==> src/rtl/mio_arbiter.sv <==
// mio_arbiter: two-master arbiter (CPU = m0, fetch engine = m1) for one shared memory port.
// Define MIO_ARB_RR_EN for round-robin arbitration; otherwise m0 has fixed priority.
`default_nettype none

module mio_arbiter #(
  parameter int AW = 32,
  parameter int DW = 32
) (
  input  logic          clk,
  input  logic          reset,
  input  logic          m0_req,
  input  logic          m0_we,
  input  logic [AW-1:0] m0_addr,
  input  logic [DW-1:0] m0_wdata,
  output logic [DW-1:0] m0_rdata,
  output logic          m0_ready,
  input  logic          m1_req,
  input  logic          m1_we,
  input  logic [AW-1:0] m1_addr,
  input  logic [DW-1:0] m1_wdata,
  output logic [DW-1:0] m1_rdata,
  output logic          m1_ready,
  output logic          s_req,
  output logic          s_we,
  output logic [AW-1:0] s_addr,
  output logic [DW-1:0] s_wdata,
  input  logic [DW-1:0] s_rdata,
  input  logic          s_ack,
  output logic [1:0]    grant,
  output logic [1:0]    state_out
);

  typedef enum logic [1:0] {
    IDLE = 2'd0,
    BUS  = 2'd1,
    DONE = 2'd2
  } state_t;

  state_t state;
  state_t state_next;
  logic   pick_m1;

`ifdef MIO_ARB_RR_EN
  // ptr set means m1 wins a tie; it points away from the last completed owner.
  logic ptr;
  assign pick_m1 = m1_req & (~m0_req | ptr);
`else
  assign pick_m1 = m1_req & ~m0_req;
`endif

  always_ff @(posedge clk or negedge reset) begin
    if (!reset) state <= IDLE;
    else        state <= state_next;
  end

  always_comb begin
    state_next = IDLE;
    case (state)
      IDLE:    state_next = (m0_req || m1_req) ? BUS : IDLE;
      BUS:     state_next = s_ack ? DONE : BUS;
      DONE:    state_next = IDLE;
      default: state_next = IDLE;
    endcase
  end

  assign s_req     = (state == BUS);
  assign state_out = state;

  always_ff @(posedge clk or negedge reset) begin
    if (!reset) begin
      grant    <= 2'b00;
      s_we     <= 1'b0;
      s_addr   <= '0;
      s_wdata  <= '0;
      m0_rdata <= '0;
      m1_rdata <= '0;
      m0_ready <= 1'b0;
      m1_ready <= 1'b0;
`ifdef MIO_ARB_RR_EN
      ptr      <= 1'b0;
`endif
    end else begin
      m0_ready <= 1'b0;
      m1_ready <= 1'b0;
      case (state)
        IDLE: begin
          if (m0_req || m1_req) begin
            grant   <= pick_m1 ? 2'b10 : 2'b01;
            s_we    <= pick_m1 ? m1_we : m0_we;
            s_addr  <= pick_m1 ? m1_addr : m0_addr;
            s_wdata <= pick_m1 ? m1_wdata : m0_wdata;
          end
        end
        BUS: begin
          if (s_ack) begin
            if (grant[1]) begin
              m1_rdata <= s_rdata;
              m1_ready <= 1'b1;
            end else begin
              m0_rdata <= s_rdata;
              m0_ready <= 1'b1;
            end
`ifdef MIO_ARB_RR_EN
            ptr <= grant[0];
`endif
          end
        end
        default: grant <= 2'b00;
      endcase
    end
  end

endmodule

`default_nettype wire
==> config.mk <==
export PLATFORM = sky130hd
export DESIGN_NAME = mio_arbiter
export DESIGN_NICKNAME = d
export VERILOG_FILES = /design/src/rtl/mio_arbiter.sv
export SDC_FILE = /design/constraint.sdc
export NUM_CORES = 1
export LEC_CHECK = 0
export CAP_MARGIN = 0
export CELL_PAD_IN_SITES_DETAIL_PLACEMENT = 1
export CELL_PAD_IN_SITES_GLOBAL_PLACEMENT = 1
export CORE_UTILIZATION = 31
export DETAILED_ROUTE_END_ITERATION = 8
export GPL_ROUTABILITY_DRIVEN = 0
export PLACE_DENSITY = 0.84
export SYNTH_ARGS = -nofsm -noshare
export SYNTH_HDL_FRONTEND = slang
export SYNTH_SLANG_ARGS = --single-unit
==> constraint.sdc <==
create_clock -name clk -period 1.85 [get_ports clk]
set_input_delay 0.185 -clock clk [delete_from_list [all_inputs] [get_ports clk]]
set_output_delay 0.185 -clock clk [all_outputs]
set_load 0.005 [all_outputs]
After elaboration in Yosys (flattened, before gate mapping) --
Cells that the tools add are included.
Word-level totals: input port bits 167, logic and storage cells 36, register bits after elaboration 135
Cells by class: muxes and demuxes 15, bitwise logic cells 4, reduce and logical (&&, ||, !) cells 6, equality and inequality tests 2
Operators by type and width (number):
- $mux 32 | 2
- $mux 1 | 8
- $pmux 2 s2 | 2
- $mux 2 | 3
- $reduce_and 3->1 | 2
- $reduce_and 2->1 | 2
- $not 1->1 | 3
- $eq 2x1->1 const B | 1
- $logic_not 2->1 | 1
- $ne 2x2->1 const B | 1
- $and 1x1->1 | 1
- $logic_or 1x1->1 | 1

Depth between registers and ports, before layout --
depth in word-level cells 5, depth in mapped cells 5, mapped depth without buffers 3

Least setup slack after synthesis --
Ideal clock, no wire load.
kind register to register, from register state[0], in the netlist state_out[0], to register s_addr[0], slack 0.328 ns, setup time 0.125 ns, data required time 1.725 ns, path buffers 2, arrival time 1.397 ns, cell stages (with the launch flop) 5, cells stage by stage dfrtp_1 -> nor3_1 -> buf_2 -> buf_4 -> mux2_2
Between the ends: word-level cells in the longest chain between the ends 2
Ends and longest elaborated chain:
- start, declared | line 39 | state_t state;
- start signal, assigned | line 53 | else state <= state_next;
- $logic_not 2->1 | line 85 | case (state)
- $reduce_and 2->1 (no source line)
- end signal, assigned | line 90 | s_addr <= pick_m1 ? m1_addr : m0_addr;
- end, declared | line 25 | output logic [AW-1:0] s_addr,
Every way passes these cells. A chain may end at the register's enable or synchronous reset.

Worst setup path after layout --
from register state[1], in the netlist state_out[1], to output s_req
Between the ends: word-level cells in the longest chain between the ends 1
Ends and longest elaborated chain:
- $eq 2x1->1 | line 66 | assign s_req = (state == BUS);
- end, declared | line 23 | output logic s_req,
Every way passes these cells.

==> summary.md <==
| Metric | Value |
|---|---|
| Run status | complete, no violations |
| Met1 usage | 0.191 |
| Fmax | 564 MHz |
| Met3 Track Usage GR | 0.0721 |
| Post-Place Setup Slack | -105 ps |
| Grt met2 use | 0.338 |
| RSZ-0062 raised after global routing | false |
| First-pass GRT wire length | 28100 um |
| CP Cell Sequence | nor2b_2 > clkdlybuf4s50_1 |
| Main area contributors after synthesis | dfrtp_1 (57%), mux2_2 (31%), mux2_4 (7.3%), buf_6 (1.7%), buf_4 (0.63%) |
| Synth cell count leaders | mux2_2 (165), dfrtp_1 (135), mux2_4 (29) |
| Bufs on Longest Clock Path | 2 |
| Root Buffer | clkbuf_16 |
| Gate Count Post-Synth | 366 |
| Antenna-violating nets left | 0 |
| Synth warn | 0 |
| Vias in the first global route | 5065 |
| Worst Slack Setup Final | 77.4 ps |
| Fillcell total | 1824 |
| Fin crit share | 0.958 |
| Critical Path Start Type | register |
| Crit. End Element | output port |
| Final setup fails | 0 |
| Worst slew pin tran | 404 ps |
| Worst EP arrival | 1590 ps |
| Final Hold Viols | 0 |
| Mapped cell area | 5930 um^2 |
| IO buf count | 302 |
| DRT Pass-1 Iters | 4 |
| Number of remaining DRC errors | 0 |
| P_leak | 4.16 nW |
| Vias per inst | 4.66 |
| Initial Util | 0.317 |
| CTS H-tree lvls | 4 |
| Die area | 19700 um^2 |
| Starting DRT DRC Count | 90 |
| Mapped Nets | 533 |
| Max rail drop VDD | 0.782 mV |
| Maxcap violations | 0 |
| DR WL/cell | 19.1 um |
| Seq. cell area | 3380 um^2 |
| Seq/Total Area, Yosys | 0.569 |
| Num CTS Buffers | 17 |
| Post-synth top area share | 0.569 |
| Post-synth top flop | dfrtp_1 |
| Setup Skew | 6.31 ps |
| Post-synth EDFFs | 0 |
| Synth-to-layout area growth | 68.6% |
| Leading area contributor after synthesis | dfrtp_1 |
| Core area | 18700 um^2 |
| Hold Path Class | in -> async |
| Pwr Total | 15.6 mW |
| CTS tree | done |
| Total Wirelength | 17900 um |
| Max_slew headroom | 0.731 |
| GRT Total Usage | 0.188 |
| Slew Limit Fails | 0 |
| CP required | 1660 ps |
| Total number of vias | 4377 |
| Max stage delay cell, worst path | clkdlybuf4s50_1 |
| Type of the worst setup path | reg -> out |
| Share of cells above drive strength 1 | 0.365 |
| Antenna diodes | 0 |
| Count leader, synth | mux2_2 |
| Critical Path Max Stage Delay | 560 ps |
| Pin count of the biggest net entering global routing | 54 |
| FF+latch count, synth | 135 |
| Total global routing overflow | 0 |
| Total Nets Final | 861 |
| Dpl hpwl | 14000 um |
| Number of core rows | 50 |
| Die Ht | 140 um |
| Tmin final | 1770 ps |
| CP Max Fanout | 6 |
| Clk_lat worst skew | 420 ps |
| Clk slew on worst S/H paths | 60 ps |
| Clock sinks | 135 |
| Post CTS Setup Buffer Count | 0 |
| Area of the multi-input gates | 2380 um^2 |
| Top Usage Layer GRT | met2 |
| I/O pin count | 303 |
| Synth unique cells | 17 |
| Initial antenna violation count | 0 |
| Die Wd | 140 um |
| Syn avg cell area | 16.2 um^2 |
| Pwr per Cell Area | 1560 nW/um^2 |
| Post-synth ARST share | 1.00 |
[metal layers]
metal	routed length (um)	share of wire
met1	6390	0.36
met2	9320	0.52
met3	1700	0.095
met4	498	0.028
met5	0	0
[path summary, 6_finish.rpt]
| check | end | cells past startpoint | slack [ps] | start |
|---|---|---|---|---|
| worst max-delay path | s_req | 2 | 80 | state_out[1] |
| worst min-delay path | s_addr[8] | 2 | 250 | reset |
| worst max register to register | m0_rdata[7] | 4 | 180 | state_out[1] |
| worst min register to register | s_we | 1 | 500 | s_we |
| max in group asynchronous | state_out[0] | 3 | 960 | reset |
| min in group clk | m0_rdata[16] | 2 | 410 | s_rdata[16] |
[report_power, final]
group / leakage (nW) / internal (mW) / switching [mW]
Combinational: 2.28 / 4.78 / 2.07
Sequential: 1.60 / 4.47 / 0.849
Clock: 0.287 / 2.13 / 1.30
[sequential cells by signal, summed over array words and instances (netlist names)]
| register | flops |
|---|---|
| m1_ready | 1 |
| m1_rdata | 32 |
| state_out | 2 |
| grant | 2 |
| m0_rdata | 32 |
| s_we | 1 |
| s_wdata | 32 |
| s_addr | 32 |
| m0_ready | 1 |
[cell type report]
cell class / count / share of cell area
multi-input cells: 207 / 0.238
flip-flops and latches: 135 / 0.338
inverters: 3 / 0.00113
clock inverters: 13 / 0.0171
clock buffers: 18 / 0.0429
well taps: 234 / 0.0293
repair buffers: 330 / 0.334
[placed cells by master, fill, tap and decap left out, types with 2 or more instances in the layout]
master,instances
buf_12,8
buf_4,19
bufinv_16,3
clkbuf_16,17
clkdlybuf4s50_1,301
clkinv_4,4
clkinvlp_4,2
dfrtp_1,133
dfrtp_2,2
inv_1,3
inv_6,3
mux2_2,165
mux2_4,29
nor2_1,2
[metrics by stage]
step	TNS (ps)	cells	hold slack, ps	instance area, um^2	util
after CTS	0	940	260	10000	0.535
after detailed placement	-4640	908	130	9390	0.502
final	0	940	253	10000	0.535
after floorplan	0	366	-111	5930	-
after global routing	0	940	288	10000	0.535
after global placement	-1360	908	121	9390	0.502
[worst max-delay path, delay by kind of cell, from the launching register on]
| kind | cells | cell delay (ps) |
|---|---|---|
| flip-flops | 1 | 460 |
| AND/OR/NAND/NOR | 1 | 160 |
| buffers and inverters | 1 | 560 |
[logic make-up after synthesis]
| kind of cell | count (synthesis) | share of synthesized area |
|---|---|---|
| mux | 194 | 0.387 |
| flops | 135 | 0.569 |
| buf+inv | 24 | 0.0312 |
| simple gates | 10 | 0.00949 |
| compound gates | 3 | 0.00337 |
[timing repair]
item,CTS,global route
hold buffers,1,0
resized for setup,2,1
endpoints found under the hold margin,37,0
endpoints found under the setup margin,1,1
No activity file was read; power rests on OpenSTA's default activity.
